$ cat src/rtl/seg_score_display.sv
// seg_score_display: eight-digit multiplexed seven-segment driver for a snake
// game. Digit slots show the current score, a state glyph and the high score.
// Both numbers are turned into BCD by small sequential double-dabble units.
// Every output is registered, so AN and seg never glitch.
module seg_score_display #(
    parameter int SCAN_DIV  = 50000,
    parameter int BLINK_DIV = 25000000,
    parameter int INIT_LEN  = 3
) (
    input  logic       clk,
    input  logic       rst,
    input  logic [5:0] snake_length,
    input  logic [1:0] game_state,
    output logic [7:0] AN,
    output logic [7:0] seg
);

    // Game state encodings; 2'b11 is decoded the same way as INITIAL.
    localparam logic [1:0] ST_RUNNING = 2'b00;
    localparam logic [1:0] ST_DIE     = 2'b01;
    localparam logic [1:0] ST_INITIAL = 2'b10;

    // Segment patterns, active-low, dp (bit 7) always off.
    localparam logic [7:0] GLYPH_BLANK = 8'hFF;
    localparam logic [7:0] GLYPH_DASH  = 8'hBF;
    localparam logic [7:0] GLYPH_P     = 8'h8C;
    localparam logic [7:0] GLYPH_E     = 8'h86;

    localparam int SCAN_W  = (SCAN_DIV  > 1) ? $clog2(SCAN_DIV)  : 1;
    localparam int BLINK_W = (BLINK_DIV > 1) ? $clog2(BLINK_DIV) : 1;

    localparam logic [SCAN_W-1:0]  SCAN_LAST  = SCAN_W'(SCAN_DIV - 1);
    localparam logic [BLINK_W-1:0] BLINK_LAST = BLINK_W'(BLINK_DIV - 1);
    localparam logic [5:0]         INIT_LEN_6 = 6'(INIT_LEN);

    // Number of shift iterations needed to convert a 6-bit binary value.
    localparam logic [2:0] DD_STEPS = 3'd6;

    // Seven-segment pattern for one BCD digit.
    function automatic logic [7:0] digit_glyph(input logic [3:0] d);
        logic [7:0] g;
        case (d)
            4'd0:    g = 8'hC0;
            4'd1:    g = 8'hF9;
            4'd2:    g = 8'hA4;
            4'd3:    g = 8'hB0;
            4'd4:    g = 8'h99;
            4'd5:    g = 8'h92;
            4'd6:    g = 8'h82;
            4'd7:    g = 8'hF8;
            4'd8:    g = 8'h80;
            4'd9:    g = 8'h90;
            default: g = GLYPH_BLANK;
        endcase
        return g;
    endfunction

    // One double-dabble iteration: bias each BCD nibble that is >= 5 by 3,
    // then shift the whole scratch word left by one bit.
    // Layout: [13:10] tens, [9:6] units, [5:0] remaining binary bits.
    function automatic logic [13:0] dd_step(input logic [13:0] s);
        logic [3:0] tens;
        logic [3:0] units;
        tens  = s[13:10];
        units = s[9:6];
        if (units >= 4'd5) units = units + 4'd3;
        if (tens  >= 4'd5) tens  = tens  + 4'd3;
        return {tens[2:0], units, s[5:0], 1'b0};
    endfunction

    // ------------------------------------------------------------------
    // Score and game-state decode
    // ------------------------------------------------------------------
    logic [5:0] score;
    logic       st_running;
    logic       st_die;
    logic       st_initial;

    // Score saturates at zero for snakes shorter than the starting length.
    assign score      = (snake_length >= INIT_LEN_6) ? (snake_length - INIT_LEN_6) : 6'd0;
    assign st_running = (game_state == ST_RUNNING);
    assign st_die     = (game_state == ST_DIE);
    assign st_initial = game_state[1];

    // ------------------------------------------------------------------
    // High score: captured on the RUNNING -> DIE transition
    // ------------------------------------------------------------------
    logic [1:0] prev_state;
    logic [5:0] hi_score;

    // Track last cycle's state and latch a new record when a game ends.
    always_ff @(posedge clk or posedge rst) begin
        if (rst) begin
            // Reset to INITIAL so a DIE seen right after reset is not a game end.
            prev_state <= ST_INITIAL;
            hi_score   <= 6'd0;
        end else begin
            // NOTE: sequential state uses non-blocking assignments so every
            // register samples the pre-edge values of its neighbours.
            prev_state <= game_state;
            if (prev_state == ST_RUNNING && st_die && score > hi_score) begin
                hi_score <= score;
            end
        end
    end

    // ------------------------------------------------------------------
    // Two sequential binary-to-BCD converters (0: score, 1: hi_score)
    // ------------------------------------------------------------------
    logic [3:0] bcd_units [2];
    logic [3:0] bcd_tens  [2];

    for (genvar gi = 0; gi < 2; gi++) begin : g_conv
        logic [5:0]  conv_in;
        logic [5:0]  last_val;
        logic        busy;
        logic [2:0]  step;
        logic [13:0] scratch;
        logic [3:0]  units_q;
        logic [3:0]  tens_q;

        assign conv_in = (gi == 0) ? score : hi_score;

        // Start on a new value when idle, iterate six times, then publish.
        // The start cycle is t, iterations run at t+1..t+6 and the BCD
        // registers load at t+7. A value change while busy is picked up by
        // the idle-cycle compare once this conversion has finished.
        always_ff @(posedge clk or posedge rst) begin
            if (rst) begin
                last_val <= 6'd0;
                busy     <= 1'b0;
                step     <= 3'd0;
                scratch  <= 14'd0;
                units_q  <= 4'd0;
                tens_q   <= 4'd0;
            end else if (!busy) begin
                if (conv_in != last_val) begin
                    busy     <= 1'b1;
                    step     <= 3'd0;
                    scratch  <= {8'd0, conv_in};
                    last_val <= conv_in;
                end
            end else if (step != DD_STEPS) begin
                scratch <= dd_step(scratch);
                step    <= step + 3'd1;
            end else begin
                tens_q  <= scratch[13:10];
                units_q <= scratch[9:6];
                busy    <= 1'b0;
            end
        end

        assign bcd_units[gi] = units_q;
        assign bcd_tens[gi]  = tens_q;
    end

    // ------------------------------------------------------------------
    // Digit scan timing
    // ------------------------------------------------------------------
    logic [SCAN_W-1:0] scan_cnt;
    logic [2:0]        digit_idx;

    // Advance to the next digit slot every SCAN_DIV cycles; index wraps 7 -> 0.
    always_ff @(posedge clk or posedge rst) begin
        if (rst) begin
            scan_cnt  <= '0;
            digit_idx <= 3'd0;
        end else if (scan_cnt == SCAN_LAST) begin
            scan_cnt  <= '0;
            digit_idx <= digit_idx + 3'd1;
        end else begin
            scan_cnt <= scan_cnt + 1'b1;
        end
    end

    // ------------------------------------------------------------------
    // Blink timing for the score digits after a game ends
    // ------------------------------------------------------------------
    logic [BLINK_W-1:0] blink_cnt;
    logic               blink_phase;

    // Held at zero outside DIE so the first half-period is always visible.
    always_ff @(posedge clk or posedge rst) begin
        if (rst) begin
            blink_cnt   <= '0;
            blink_phase <= 1'b0;
        end else if (!st_die) begin
            blink_cnt   <= '0;
            blink_phase <= 1'b0;
        end else if (blink_cnt == BLINK_LAST) begin
            blink_cnt   <= '0;
            blink_phase <= ~blink_phase;
        end else begin
            blink_cnt <= blink_cnt + 1'b1;
        end
    end

    // ------------------------------------------------------------------
    // Segment selection and output registers
    // ------------------------------------------------------------------
    logic [7:0] seg_next;
    logic       score_hidden;

    assign score_hidden = st_die && blink_phase;

    // Choose the pattern for the slot currently being scanned.
    always_comb begin
        // NOTE: the default assignment up front keeps every path driven, so
        // no latch is inferred for the slots the case leaves out.
        seg_next = GLYPH_BLANK;
        case (digit_idx)
            3'd0: begin
                if (st_initial)        seg_next = GLYPH_DASH;
                else if (score_hidden) seg_next = GLYPH_BLANK;
                else                   seg_next = digit_glyph(bcd_units[0]);
            end
            3'd1: begin
                if (st_initial)                              seg_next = GLYPH_DASH;
                else if (score_hidden || bcd_tens[0] == 4'd0) seg_next = GLYPH_BLANK;
                else                                         seg_next = digit_glyph(bcd_tens[0]);
            end
            3'd4: begin
                if (st_running)  seg_next = GLYPH_P;
                else if (st_die) seg_next = GLYPH_E;
                else             seg_next = GLYPH_DASH;
            end
            3'd6: seg_next = digit_glyph(bcd_units[1]);
            3'd7: begin
                if (bcd_tens[1] == 4'd0) seg_next = GLYPH_BLANK;
                else                     seg_next = digit_glyph(bcd_tens[1]);
            end
            default: seg_next = GLYPH_BLANK;
        endcase
    end

    // Register anode and segment together so they switch on the same edge.
    always_ff @(posedge clk or posedge rst) begin
        if (rst) begin
            AN  <= 8'hFF;
            seg <= 8'hFF;
        end else begin
            AN  <= ~(8'b1 << digit_idx);
            seg <= seg_next;
        end
    end

endmodule

$ cat config.mk
export PLATFORM = sky130hd
export DESIGN_NAME = seg_score_display
export DESIGN_NICKNAME = d
export VERILOG_FILES = /design/src/rtl/seg_score_display.sv
export SDC_FILE = /design/constraint.sdc
export NUM_CORES = 1
export LEC_CHECK = 0
export ABC_AREA = 1
export CAP_MARGIN = 20
export CORE_UTILIZATION = 35
export CTS_BUF_LIST = sky130_fd_sc_hd__clkbuf_4
export CTS_CLUSTER_DIAMETER = 80
export DETAILED_ROUTE_END_ITERATION = 8
export MAX_ROUTING_LAYER = met4
export PLACE_DENSITY = 0.62
export RECOVER_POWER = 100
export REMOVE_ABC_BUFFERS = 1
export SYNTH_ARGS = -nofsm -noshare
export SYNTH_HDL_FRONTEND = slang
export SYNTH_SLANG_ARGS = --single-unit
export TNS_END_PERCENT = 5
$ cat constraint.sdc
create_clock -name clk -period 11.7 [get_ports clk]
set_input_delay 3.51 -clock clk [delete_from_list [all_inputs] [get_ports clk]]
set_output_delay 3.51 -clock clk [all_outputs]
set_load 0.02 [all_outputs]
After elaboration in Yosys (flattened, before gate mapping)
Memories as Yosys holds them, arrays and structs flattened.
Index checks and enable logic that the tools add are counted.

storage, ports and cells
  register bits after elaboration = 133
  input bits = 10
  bits in read-only memories = 448
  memory bits (writable) = 0
  latch bits = 0
  memories = 4

memories
  memory           words  bits a word  read ports  clocked after memory_dff  wr ports  line  text
  (no name shown)  16     7            1           0                         0         42    case (d)
  (no name shown)  16     7            1           0                         0         42
  (no name shown)  16     7            1           0                         0         42
  (no name shown)  16     7            1           0                         0         42

cells by class
  div/mod/pow operators = 0
  order comparisons = 6
  reductions and logical operators = 17
  bitwise operators = 6
  muxes and demuxes = 36
  add/subtract/negate cells = 10
  $mul = 0
  eq/ne operators = 14
  shift-type cells = 1

operators by type and width
  kind                                                 count
  2-to-1 mux 14 bit                                    6
  2-to-1 mux 25 bit                                    2
  2-to-1 mux 8 bit                                     5
  one-hot mux 8 bit (5 select lines)                   1
  adder 25 x 1 -> 25 bit, second input constant        1
  == test 25 bit, second input constant                1
  2-to-1 mux 3 bit                                     8
  2-to-1 mux 6 bit                                     3
  adder 16 x 1 -> 16 bit, second input constant        1
  == test 16 bit, second input constant                1
  >= comparator 4 x 3 -> 1 bit, second input constant  4
  2-to-1 mux 16 bit                                    1
  != test 6 bit                                        2
  AND reduction 2 bit                                  6
  adder 3 x 1 -> 3 bit, second input constant          3
  == test 3 bit, second input constant                 3
  adder 4 x 2 -> 4 bit, second input constant          2
  zero test 4 bit                                      2
  2-to-1 mux 1 bit                                     8
  2-to-1 mux 4 bit                                     2
  inverter 8 bit                                       1
  left shift 1 x 3 -> 8 bit, first input constant      1
  adder 3 x 2 -> 3 bit, second input constant          2
  >= comparator 6 x 2 -> 1 bit, second input constant  1
  12 further kinds                                     23

Logic depth before layout (Yosys ltp)
Gate-level depths: netlist of the first run.

  depth in word-level cells = 6
  depth in mapped cells = 16
  mapped depth without buffers = 15

Least setup slack after synthesis of the first run
No wires, ideal clock.

  path type = input to register
  from = input snake_length[0]
  to = register hi_score[0], in the netlist g_conv[1].conv_in[0]
  path buffers = 1
  setup slack = 6416 ps
  library setup time = 132 ps
  data arrival time = 5153 ps
  stages on the path = 14
  cells stage by stage = ha_1 inv_2 nand3_4 nand3_1 inv_1 ha_1 nand2_1 inv_1 nand3_1 o211ai_1 nand3_1 clkbuf_1 nand2_1 o21ai_0

on the way
  cells in the longest elaborated chain, start to end = 4
  elaborated cells between the ends (all ways) = 5
  those cells by class = add/sub: 1; order compare: 2; mux: 1; reduce/logical: 1

ends and longest elaborated chain
  element                                                                           line  text
  start, declared                                                                   12    input logic [5:0] snake_length,
  subtractor 6 x 2 -> 6 bit / >= comparator 6 x 2 -> 1 bit (equally long branches)  80    assign score = (snake_length >= INIT_LEN_6) ? (snake_length - INIT_LEN_6) : 6'd0;
  2-to-1 mux 6 bit *                                                                80
  net g_conv[0].conv_in[5]                                                          114   logic [5:0] conv_in;
  > comparator 6 bit *                                                              101   if (prev_state == ST_RUNNING && st_die && score > hi_score) begin
  logical AND 1 bit *                                                               101
  end signal, assigned                                                              102   hi_score <= score;
  end, declared                                                                     89    logic [5:0] hi_score;

The timed path passes the listed nets; every way through them passes the cells marked *.
A chain may end at the register's enable or synchronous reset.

==> flow_metrics.env, run 1 <==
export IMPL_status="finished with violations"
export IMPL_violations="capacitance limit, slew limit"
export IMPL_final_nets=1039
export IMPL_total_power_uw=1660
export IMPL_critPathArrivalTime_ps=6770
export IMPL_crit_path_max_fanout=70
export IMPL_firstDrtPassIters=5
export IMPL_dp_slack_ps=5640
export IMPL_dpl_hpwl_um=11300
export IMPL_crit_path_end="prev_state[0]$_DFF_PP0_"
export IMPL_grtUsageTotal_pct=15.3
export IMPL_synthesis_area_um2=7630
export IMPL_die_y_um=150
export IMPL_num_vias=6166
export IMPL_yosysSeqAreaShare_pct=43.6
export IMPL_relSlewSlack_pct=-112
export IMPL_rows=53
export IMPL_grt_pass1_vias=5672
export IMPL_yosys_warnings=0
export IMPL_crit_slowest_cell="clkinvlp_2"
export IMPL_setup_viol=0
export IMPL_synth_cell_types=44
export IMPL_clk_pin_slew_ps=110
export IMPL_ios=26
export IMPL_start_kind="input pin"
export IMPL_initial_utilization_pct=35.9
export IMPL_p_per_area_nw_per_um2=200
export IMPL_initialDrtViolationCount=327
export IMPL_rsz0062_at_grt="no"
export IMPL_via_per_inst=4.86
export IMPL_r2r_cells=8
export IMPL_cts_repair_timing_setup_buffer_count=0
export IMPL_antenna_cells=0
export IMPL_hold_viol_final=0
export IMPL_tns_ps=0
export IMPL_synth_ff_type="dfrtp_1"
export IMPL_coreArea_um2=21200
export IMPL_cts_root_buf="clkbuf_4"
export IMPL_worst_pin_slew_ps=3160
export IMPL_final_layout_size_suffix_gt1_share_pct=9.26
export IMPL_reg2reg_from="g_conv[0].last_val[2]$_DFFE_PP0P_"
export IMPL_fmax_mhz=162
export IMPL_antenna_found_initial=0
export IMPL_wl_per_cell_um=12.3
export IMPL_hold_depth=1
export IMPL_fin_skew_ps=23.3
export IMPL_syn_to_final_growth_pct=9.37
export IMPL_leakage_uw=0.00393
export IMPL_dieArea_um2=22400
export IMPL_min_period_ps=6180
export IMPL_gp_congestion=0.894
export IMPL_ctsHoldBuffers=0
export IMPL_cts_tree="done"
export IMPL_ctsResizeCount=0
export IMPL_drt_wl_total_um=15500
export IMPL_startpoint="rst"
export IMPL_die_width_um=150
export IMPL_synth_edf_count=0
export IMPL_crit_path_cell_trace="dlygate4sd3_1 -> clkinvlp_2 -> buf_4"
export IMPL_critPathMaxStageDelay_ps=1780
export IMPL_clk_path_buf_depth=2
export IMPL_endpoint_kind="async pin"
export IMPL_cp_required_ps=12290
export IMPL_grt_max_degree=71
export IMPL_setup_slack_ps=5520
export IMPL_slew_violations=71
export IMPL_post_route_drc_count=0
export IMPL_clock_latency_ps=540
export IMPL_syn_inst=953
export IMPL_h_tree_depth=4
export IMPL_grt_overflow=0
export IMPL_path_class="input pin to async pin"
export IMPL_reg2reg_setup_slack_ps=9470
export IMPL_vdd_ir_drop_worst_uv=65.8
export IMPL_maxCapViolCount=1
export IMPL_r2r_end="g_conv[0].last_val[3]$_DFFE_PP0P_"
export IMPL_period_share_pct=52.8
export IMPL_ys_ff_latch=132
export IMPL_grt_pass1_wl_um=26700
export IMPL_async_reset_ff_share_pct=100
export IMPL_avgSynthCellArea_um2=8.00
export IMPL_antenna_left=0
export IMPL_port_buffer_count=24
export IMPL_numClockSinks=132
export IMPL_cts_inserted_buffers=17
export IMPL_hold_path_class="register to register"
-- power by group --
part	switching [uW]	internal (uW)	total [uW]	leakage [uW]
Sequential	113	592	704	0.00166
Combinational	416	246	662	0.00213
Clock	175	124	299	0.000135
-- layout by cell type (no fill, tap or decap), drive strengths merged, types with 2 or more instances in the layout --
cell,count
nor2,90
xor2,8
o21ai,97
a31oi,5
dlygate4sd3,19
ha,48
a21oi,45
bufinv,2
clkinv,8
or2,5
nand2,205
clkbuf,17
xnor2,5
o211ai,7
clkinvlp,5
a211oi,5
inv,142
nand4,18
nand3,76
nor3,24
dfrtp,116
dfstp,16
o2111ai,2
nor3b,8
clkdlybuf4s50,5
nor4,7
-- cells by family (layout without fill, tap and decap cells) --
family / Yosys count / in the layout / synth area share [%]
AND/OR/NAND/NOR: 434 / 434 / 26.8
flip-flops: 132 / 132 / 43.6
other: 1 / 1 / 0.0492
adder cells (fa/ha/maj): 48 / 48 / 7.88
AO/OA/AOI/OAI: 166 / 166 / 11.8
buffers and inverters: 159 / 199 / 8.40
XOR/XNOR: 13 / 13 / 1.49
-- state kept, by name, indices dropped and copies added, names as in the netlist, 7 cells and up --
register / count
g_conv.units_q: 8
blink_cnt: 25
g_conv.scratch: 28
seg: 7
g_conv.last_val: 12
AN: 8
g_conv.tens_q: 8
scan_cnt: 16
-- worst max-delay path, delay by kind of cell --
| kind | cells | cell delay (ps) |
|---|---|---|
| buffers and inverters | 3 | 3190 |
-- through the flow --
step | hold WS (ps) | instance area, um2 | std cells | utilization [%]
5_1_grt | 501 | 8340 | 1268 | 39.3
2_1_floorplan | 433 | 7520 | 937 | -
6_report | 478 | 8340 | 1268 | 39.3
3_5_place_dp | 464 | 8120 | 1237 | 38.3
3_3_place_gp | 450 | 8120 | 1237 | 38.3
4_1_cts | 482 | 8390 | 1268 | 39.5
-- Yosys cell counts (5+ instances only) --
cell type  instances  share of area [%]
dfrtp_1          116                 38
nand2_1          197                9.7
buf_2              5               0.33
nand4_1           18                1.5
nor3b_1            8               0.79
nand3_2           19                2.5
xnor2_1            5               0.57
nor3_1            23                1.5
or2_2              5               0.41
nor2_2             5               0.41
a211oi_1           5               0.49
a21oi_1           43                2.8
nor2_1            83                4.1
nand2_2            5               0.41
xor2_1             8               0.92
o211ai_1           7               0.69
dfstp_2           16                5.5
inv_2              7               0.34
nand3_1           56                3.7
o21ai_0           95                6.2
a31oi_1            5               0.41
ha_1              48                7.9
clkbuf_1           7               0.34
inv_1            135                6.6
nor4_1             7               0.57
-- layout make-up --
cell class	instances	area, um2
flip-flops and latches	132	3320
clock buffers	17	128
fillers	2200	12900
inverters	143	538
clock inverters	14	139
repair buffers	25	248
well taps	275	344
multi-input cells	662	3620
-- layer usage --
metal | wire length [um] | track usage [%]
met1 | 7810 | 20.7
met4 | 116 | 3.83
met5 | 0 | -
met2 | 7020 | 23.0
met3 | 588 | 3.45
-- worst min path at each step --
stage | end | startpoint
after floorplan | scan_cnt[0]$_DFF_PP0_ | scan_cnt[0]$_DFF_PP0_
after global placement | scan_cnt[0]$_DFF_PP0_ | scan_cnt[0]$_DFF_PP0_
after detailed placement | scan_cnt[0]$_DFF_PP0_ | scan_cnt[0]$_DFF_PP0_
after CTS | scan_cnt[0]$_DFF_PP0_ | scan_cnt[0]$_DFF_PP0_
after global routing | scan_cnt[0]$_DFF_PP0_ | scan_cnt[0]$_DFF_PP0_
final | scan_cnt[0]$_DFF_PP0_ | scan_cnt[0]$_DFF_PP0_
(Power assumes the default switching activity.)
==> inputs of run 2 (changes only) <==
--- a/config.mk
+++ b/config.mk
@@ -12,7 +12,7 @@
 export CTS_CLUSTER_DIAMETER = 80
 export DETAILED_ROUTE_END_ITERATION = 8
 export MAX_ROUTING_LAYER = met4
-export PLACE_DENSITY = 0.62
+export PLACE_DENSITY = 0.64
 export RECOVER_POWER = 100
 export REMOVE_ABC_BUFFERS = 1
 export SYNTH_ARGS = -nofsm -noshare
==> constraint.sdc (replaced) <==
create_clock -name clk -period 5.01 [get_ports clk]
set_input_delay 1.503 -clock clk [delete_from_list [all_inputs] [get_ports clk]]
set_output_delay 1.503 -clock clk [all_outputs]
set_load 0.02 [all_outputs]
==> flow_metrics.env, run 2 (same netlist as run 1, synthesis figures left out) <==
export IMPL_ctsResizeCount=0
export IMPL_vdd_ir_drop_worst_uv=198
export IMPL_largest_reg_flops=28
export IMPL_initialDrtViolationCount=321
export IMPL_endpoint_kind="register"
export IMPL_final_core_util_pct=39.6
export IMPL_final_area_um2=8400
export IMPL_largest_registers="g_conv.scratch x28, blink_cnt x25, scan_cnt x16"
export IMPL_regMostFlops="g_conv.scratch"
export IMPL_crit_path_max_fanout=28
export IMPL_tns_ps=0
export IMPL_grt_overflow=0
export IMPL_ios=26
export IMPL_fin_skew_ps=20.3
export IMPL_clk_pin_slew_ps=110
export IMPL_die_width_um=150
export IMPL_start_kind="input pin"
export IMPL_post_route_drc_count=0
export IMPL_hold_end="scan_cnt[0]$_DFF_PP0_"
export IMPL_clk_path_buf_depth=2
export IMPL_initial_utilization_pct=35.9
export IMPL_path_class="input pin to register"
export IMPL_antenna_cells=0
export IMPL_coreArea_um2=21200
export IMPL_h_tree_depth=4
export IMPL_grt_pass1_wl_um=26300
export IMPL_dieArea_um2=22400
export IMPL_drt_wl_total_um=15200
export IMPL_final_layout_size_suffix_gt1_share_pct=9.36
export IMPL_cts_repair_timing_setup_buffer_count=0
export IMPL_final_nets=1039
export IMPL_rows=53
export IMPL_reg2reg_setup_slack_ps=2790
export IMPL_clock_latency_ps=550
export IMPL_slew_violations=82
export IMPL_hold_depth=1
export IMPL_violations="capacitance limit, slew limit"
export IMPL_dpl_instance_area_um2=8130
export IMPL_r2r_end="g_conv[0].last_val[1]$_DFFE_PP0P_"
export IMPL_num_vias=6097
export IMPL_grtUsageTotal_pct=15.0
export IMPL_via_per_inst=4.80
export IMPL_die_y_um=150
export IMPL_dpl_hpwl_um=10900
export IMPL_gp_congestion=0.833
export IMPL_grt_max_degree=83
export IMPL_numClockSinks=132
export IMPL_status="finished with violations"
export IMPL_worstHoldStart="scan_cnt[0]$_DFF_PP0_"
export IMPL_syn_to_final_growth_pct=10.2
export IMPL_p_per_area_nw_per_um2=476
export IMPL_relSlewSlack_pct=-19.7
export IMPL_period_share_pct=81.0
export IMPL_rsz0062_at_grt="no"
export IMPL_r2r_cells=8
export IMPL_antenna_left=0
export IMPL_cts_tree="done"
export IMPL_grt_pass1_vias=5683
export IMPL_ctsHoldBuffers=0
export IMPL_antenna_found_initial=0
export IMPL_final_cell_mix="nand2_1 (198), inv_1 (135), dfrtp_1 (116)"
export IMPL_dp_slack_ps=967
export IMPL_maxCapViolCount=1
export IMPL_layout_commonest_cell="nand2_1"
export IMPL_reg2reg_from="g_conv[0].last_val[2]$_DFFE_PP0P_"
export IMPL_hold_path_class="register to register"
export IMPL_fmax_mhz=247
export IMPL_wl_per_cell_um=12.0
export IMPL_leakage_uw=0.00397
export IMPL_critPathArrivalTime_ps=4430
export IMPL_min_period_ps=4060
export IMPL_setup_slack_ps=953
export IMPL_cp_required_ps=5390
export IMPL_port_buffer_count=24
export IMPL_hold_viol_final=0
export IMPL_setup_viol=0
export IMPL_cts_inserted_buffers=17
export IMPL_cts_root_buf="clkbuf_4"
export IMPL_holdWs_ps=469
export IMPL_worst_pin_slew_ps=1800
export IMPL_firstDrtPassIters=5
run 2: cell types whose count changed in the layout (fill, tap and decap cells not counted), sizes merged:
cell	before	now
clkinvlp	5	1
inv	142	145
bufinv	2	4
clkdlybuf4s50	5	6
dlygate4sd3	19	18
run 2: area by class of cell:
cell class,count,area [um2]
clock inverters,15,184
inverters,143,541
fillers,2202,12800
flip-flops and latches,132,3320
repair buffers,25,260
clock buffers,17,128
multi-input cells,662,3620
well taps,275,344
run 2: worst max path at each step:
stage                     from                                end  slack [ps]  cells after the start
2_1_floorplan              rst             blink_cnt[0]$_DFF_PP0_           7                      1
3_3_place_gp   snake_length[0]   g_conv[1].conv_in[5]$_DFFE_PP0P_        1040                     14
3_5_place_dp   snake_length[0]   g_conv[1].conv_in[3]$_DFFE_PP0P_         970                     13
4_1_cts        snake_length[0]   g_conv[1].conv_in[3]$_DFFE_PP0P_        1560                     13
5_1_grt        snake_length[0]  g_conv[0].last_val[2]$_DFFE_PP0P_         710                     11
6_report       snake_length[0]  g_conv[0].last_val[1]$_DFFE_PP0P_         950                     11
run 2: critical path, stage by stage:
cell	delay, ps
clkdlybuf4s50_1	510
ha_1	180
inv_1	80
nand3_1	310
nand3_1	270
nand2_1	120
nand3_1	80
nor2_1	220
nand2_4	60
nand2_1	890
o21ai_0	200
run 2: report_power, final:
| part | total (uW) | switching [uW] | internal (uW) |
|---|---|---|---|
| logic | 1550 | 975 | 577 |
| registers | 1640 | 261 | 1380 |
| clock network | 800 | 408 | 392 |
| total | 3990 | 1640 | 2350 |
run 2: per-stage QoR:
stage | cells | power, uW
after floorplan | 937 | 2830
after global placement | 1237 | 3210
after detailed placement | 1237 | 3240
after CTS | 1269 | 4060
after global routing | 1269 | 4380
final | 1269 | 3990
run 2: layer usage:
metal | wire (um) | share of wire (%) | up-vias | global-route usage (%)
li1 | - | - | 3181 | -
met1 | 7710 | 51 | 2796 | 20.1
met3 | 621 | 4.1 | 12 | 3.66
met5 | 0 | 0 | - | -
met2 | 6740 | 44 | 108 | 22.5
met4 | 155 | 1.0 | 0 | 4.34
==> variant 1: new RTL, config.mk and constraints of run 1 <==
Register the output `seg` once more; this adds one clock of latency there. The other outputs are not delayed to match. Comments in the files are not updated.
--- a/src/rtl/seg_score_display.sv
+++ b/src/rtl/seg_score_display.sv
@@ -37,2 +37,4 @@
     localparam logic [2:0] DD_STEPS = 3'd6;
+
+    logic [7:0] seg_s0;
 
@@ -239,7 +241,11 @@
             AN  <= 8'hFF;
-            seg <= 8'hFF;
+            seg_s0 <= 8'hFF;
         end else begin
             AN  <= ~(8'b1 << digit_idx);
-            seg <= seg_next;
-        end
+            seg_s0 <= seg_next;
+        end
+    end
+
+    always_ff @(posedge clk) begin
+        seg <= seg_s0;
     end
Behaviour: not the same (a bounded check fails within 4 cycles, from zero or initial values and one cycle with rst high).
==> variant 1 against run 1 <==
The flow still finishes with violations (max-capacitance violations, max-slew violations). Critical path depth unchanged. Area after synthesis up 0.66%. Setup slack worse by 53 ps. Clock power increased by 11%. Worst hold slack worse by 78 ps. Routed wire length increased by 1.2%. Cell area grew 1.4%. Sequential cell count grew 7. Count of clock-buffer cells in the layout stayed put. Utilization is 0.42 points higher. Clock skew is essentially flat. Total power increased by 2.6%. Global-route usage increased by 0.41 points. Critical endpoint is now g_conv[1].tens_q[3]. Largest power group unchanged. Highest routed layer unchanged.
==> variant 1: results <==
INSERT INTO impl_metrics (metric_group, metric, value, unit) VALUES
('status', 'outcome', 'finished with violations', ''),
('status', 'failing_checks', 'max-capacitance violations, max-slew violations', ''),
('grt', 'grt_first_pass_wirelength', '27.5', 'mm'),
('synth', 'yosys-top-cells-count', '213 x sky130_fd_sc_hd__nand2_1, 137 x sky130_fd_sc_hd__inv_1, 116 x sky130_fd_sc_hd__dfrtp_1', ''),
('sta', 'timing.final.max_slew_violations', '76', ''),
('final_layout', 'layout.nets', '1050', ''),
('synth', 'synth_compound_gate_area_share', '0.110', ''),
('worst_setup_path', 'worstPathArrival', '6870', 'ps'),
('flow_run', 'cap_violations', '1', ''),
('pwr', 'irDropWorstVdd', '0.0000837', 'V'),
('grt', 'largest_net_degree_at_the_start_of_global_routing', '76', ''),
('routing', 'route.detailed.vias_per_inst', '4.82', ''),
('clocking', 'clock_input_transition_at_the_sequential_cells_of_the_worst_setup_and_hold_paths', '140', 'ps'),
('synth', 'synth-seq-area-share', '0.451', ''),
('sta', 'clock_skew', '23.0', 'ps'),
('grt', 'grt_util_all_layers', '0.157', ''),
('place', 'post-place-cells', '1248', ''),
('synth', 'ys_types', '42', ''),
('synth', 'post_synth_fa_ha_maj_area_fraction', '0.0782', ''),
('synth', 'synthArstFlopShare', '0.950', '');
==> variant 1: cell families after synthesis <==
| logic type | Yosys count |
|---|---|
| fa+ha+maj | 48 |
| buf+inv | 153 |
| simple gates | 453 |
| xor+xnor | 15 |
| compound gates | 155 |
| other cells | 1 |
| flops | 139 |
==> variant 1: worst max-delay path: cells and delay by family <==
family	cells	cell delay, ps
buffers and inverters	3	3300
==> variant 1: per-layer routing <==
layer,vias to the layer above,wire (um),global-route usage
li1,3213,-,-
met3,19,490,0.0327
met5,-,0,-
met1,2846,8100,0.211
met4,0,211,0.0500
met2,92,6920,0.235
==> variant 1: path summary, 6_finish.rpt <==
check	start	endpoint	slack, ps
worst max-delay path	rst	g_conv[1].tens_q[3]	5470
worst min-delay path	seg_s0[0]	seg[0]	400
worst max register to register	g_conv[1].busy	g_conv[1].scratch[9]	9400
worst min register to register	seg_s0[0]	seg[0]	400
max in group clk	snake_length[0]	g_conv[0].last_val[4]	5980
min in group asynchronous	rst	g_conv[0].scratch[8]	4400
==> variant 1: layout make-up <==
type                    count  area [um2]  share of cell area
clock inverters            15         163              0.0192
multi-input cells         672        3590               0.425
well taps                 275         344              0.0407
inverters                 137         515              0.0610
diodes                      1        2.50            0.000296
clock buffers              17         128              0.0151
repair buffers             25         248              0.0293
flip-flops and latches    139        3460               0.410
==> variant 1: power by group <==
part / switching, uW / leakage, uW / internal [uW] / total, uW
registers: 106 / 0.00172 / 624 / 730
clock network: 201 / 0.000146 / 131 / 332
logic: 407 / 0.00213 / 239 / 647
==> variant 2: new RTL, settings of run 1 <==
Made on the original files. Set the parameter `SCAN_DIV` to 25000 (it was 50000).
--- a/src/rtl/seg_score_display.sv
+++ b/src/rtl/seg_score_display.sv
@@ -5,3 +5,3 @@
 module seg_score_display #(
-    parameter int SCAN_DIV  = 50000,
+    parameter int SCAN_DIV  = 25000,
     parameter int BLINK_DIV = 25000000,
Behaviour: no difference found for any inputs over 10 cycles, from zero or initial values and one cycle with rst high; that may be too few to reach the edited logic, so the function may still have changed.
==> variant 2 against run 1 <==
The flow still finishes with violations (max-capacitance violations, max-slew violations). Cell area is 1.0% lower. Clock power increased by 6%. Count of clock-buffer cells in the layout is 1 higher. Total power rose by 0.57%. Maximum frequency grew 2.4%. Setup slack improved by 140 ps. Non-clock buffer count rose by 1. Synthesized cell count fell by 0.73%. Area after synthesis decreased by 1.8%. Via count down 1.6%. Routed wire length shrank 3.6%. Sequential cell count decreased by 1.
==> variant 2: results <==
INSERT INTO impl_metrics (metric_group, metric, value, unit) VALUES
('status', 'outcome', 'finished with violations', ''),
('status', 'failing_checks', 'max-capacitance violations, max-slew violations', ''),
('synth', 'yosys-top-cells-count', '194 x sky130_fd_sc_hd__nand2_1, 135 x sky130_fd_sc_hd__inv_1, 115 x sky130_fd_sc_hd__dfrtp_1', ''),
('grt', 'largest_net_degree_at_the_start_of_global_routing', '80', ''),
('synth', 'synthesis.area_per_instance', '7.92', 'um2'),
('worst_setup_path', 'worstPathArrival', '6430', 'ps'),
('final_layout', 'largestRegisters', 'g_conv.scratch x28, blink_cnt x25, scan_cnt x15', ''),
('routing', 'route.detailed.vias_per_inst', '4.81', ''),
('final_layout', 'fill_cells', '2139', ''),
('worst_setup_path', 'critPathLaunch', 'snake_length[0]', ''),
('grt', 'grt_first_pass_wirelength', '26.1', 'mm'),
('routing', 'detailedRoute.firstPassIterationCount', '6', ''),
('sta', 'tightestPinTransition', '2320', 'ps'),
('sta', 'timing.final.max_slew_violations', '54', ''),
('final_layout', 'layout.nets', '1032', ''),
('synth', 'synth-seq-area-share', '0.440', ''),
('worst_setup_path', 'cp_max_fo', '29', ''),
('worst_setup_path', 'r2r_start', 'g_conv[0].busy', ''),
('place', 'post-place-cells', '1229', ''),
('flow_run', 'cap_violations', '1', '');
## variant 2: cell count changes after synthesis, sizes merged, moves of 3 or more
cell / before / now
xor2: 8 / 12
nor3b: 8 / 4
a211oi: 5 / 0
nand4: 18 / 25
nand3: 76 / 73
o21ai: 97 / 102
nor2: 90 / 85
a21oi: 45 / 40
nand2: 205 / 201
nor3: 24 / 31
inv: 142 / 139
## variant 2: final timing paths
| check | endpoint | slack [ps] |
|---|---|---|
| worst max-delay path | g_conv[0].last_val[1] | 5660 |
| worst min-delay path | scan_cnt[0] | 470 |
| worst max register to register | g_conv[0].scratch[11] | 8850 |
| worst min register to register | scan_cnt[0] | 470 |
| max in group asynchronous | AN[7] | 5730 |
| min in group asynchronous | blink_cnt[16] | 4020 |
## variant 2: worst max-delay path: stages
cell	delay (ps)
sky130_fd_sc_hd__dlygate4sd3_1	580
sky130_fd_sc_hd__ha_1	240
sky130_fd_sc_hd__nor2_1	190
sky130_fd_sc_hd__nand3_1	290
sky130_fd_sc_hd__nand3_1	300
sky130_fd_sc_hd__nand2_1	80
sky130_fd_sc_hd__nand2_1	60
sky130_fd_sc_hd__nand2_1	50
sky130_fd_sc_hd__nor2_1	120
sky130_fd_sc_hd__nand2_1	80
sky130_fd_sc_hd__nand2_1	770
sky130_fd_sc_hd__o21ai_0	160
## variant 2: cells by family (layout without fill, tap and decap cells)
logic type / Yosys count / in the layout / share of synthesized area
adder cells (fa/ha/maj): 48 / 48 / 0.0802
AND/OR/NAND/NOR: 435 / 435 / 0.264
AO/OA/AOI/OAI: 159 / 159 / 0.113
XOR/XNOR: 15 / 15 / 0.0175
other: 1 / 1 / 0.000501
buffers and inverters: 157 / 197 / 0.0837
flip-flops: 131 / 131 / 0.440
## variant 2: routing by layer
metal,part of all wire,track usage,wire (um)
met1,0.51,0.202,7650
met2,0.45,0.225,6700
met3,0.029,0.0325,433
met4,0.013,0.0485,193
met5,0,-,0
## variant 2: final cells by class
cell class                      instances  area [um2]  share of cell area
Tap cell                              275         344              0.0417
Inverter                              140         527              0.0638
Clock buffer                           18         135              0.0164
Timing Repair Buffer                   26         272              0.0329
Multi-Input combinational cell        658        3530               0.427
Sequential cell                       131        3300               0.400
Clock inverter                         13         153              0.0185
## variant 2: power by group through the flow
stage               clock network, uW  logic (uW)  registers, uW
floorplan                           0         507            693
global placement                    0         659            708
detailed placement                  0         669            711
CTS                               330         672            702
global route                      349         779            722
finish                            317         656            701
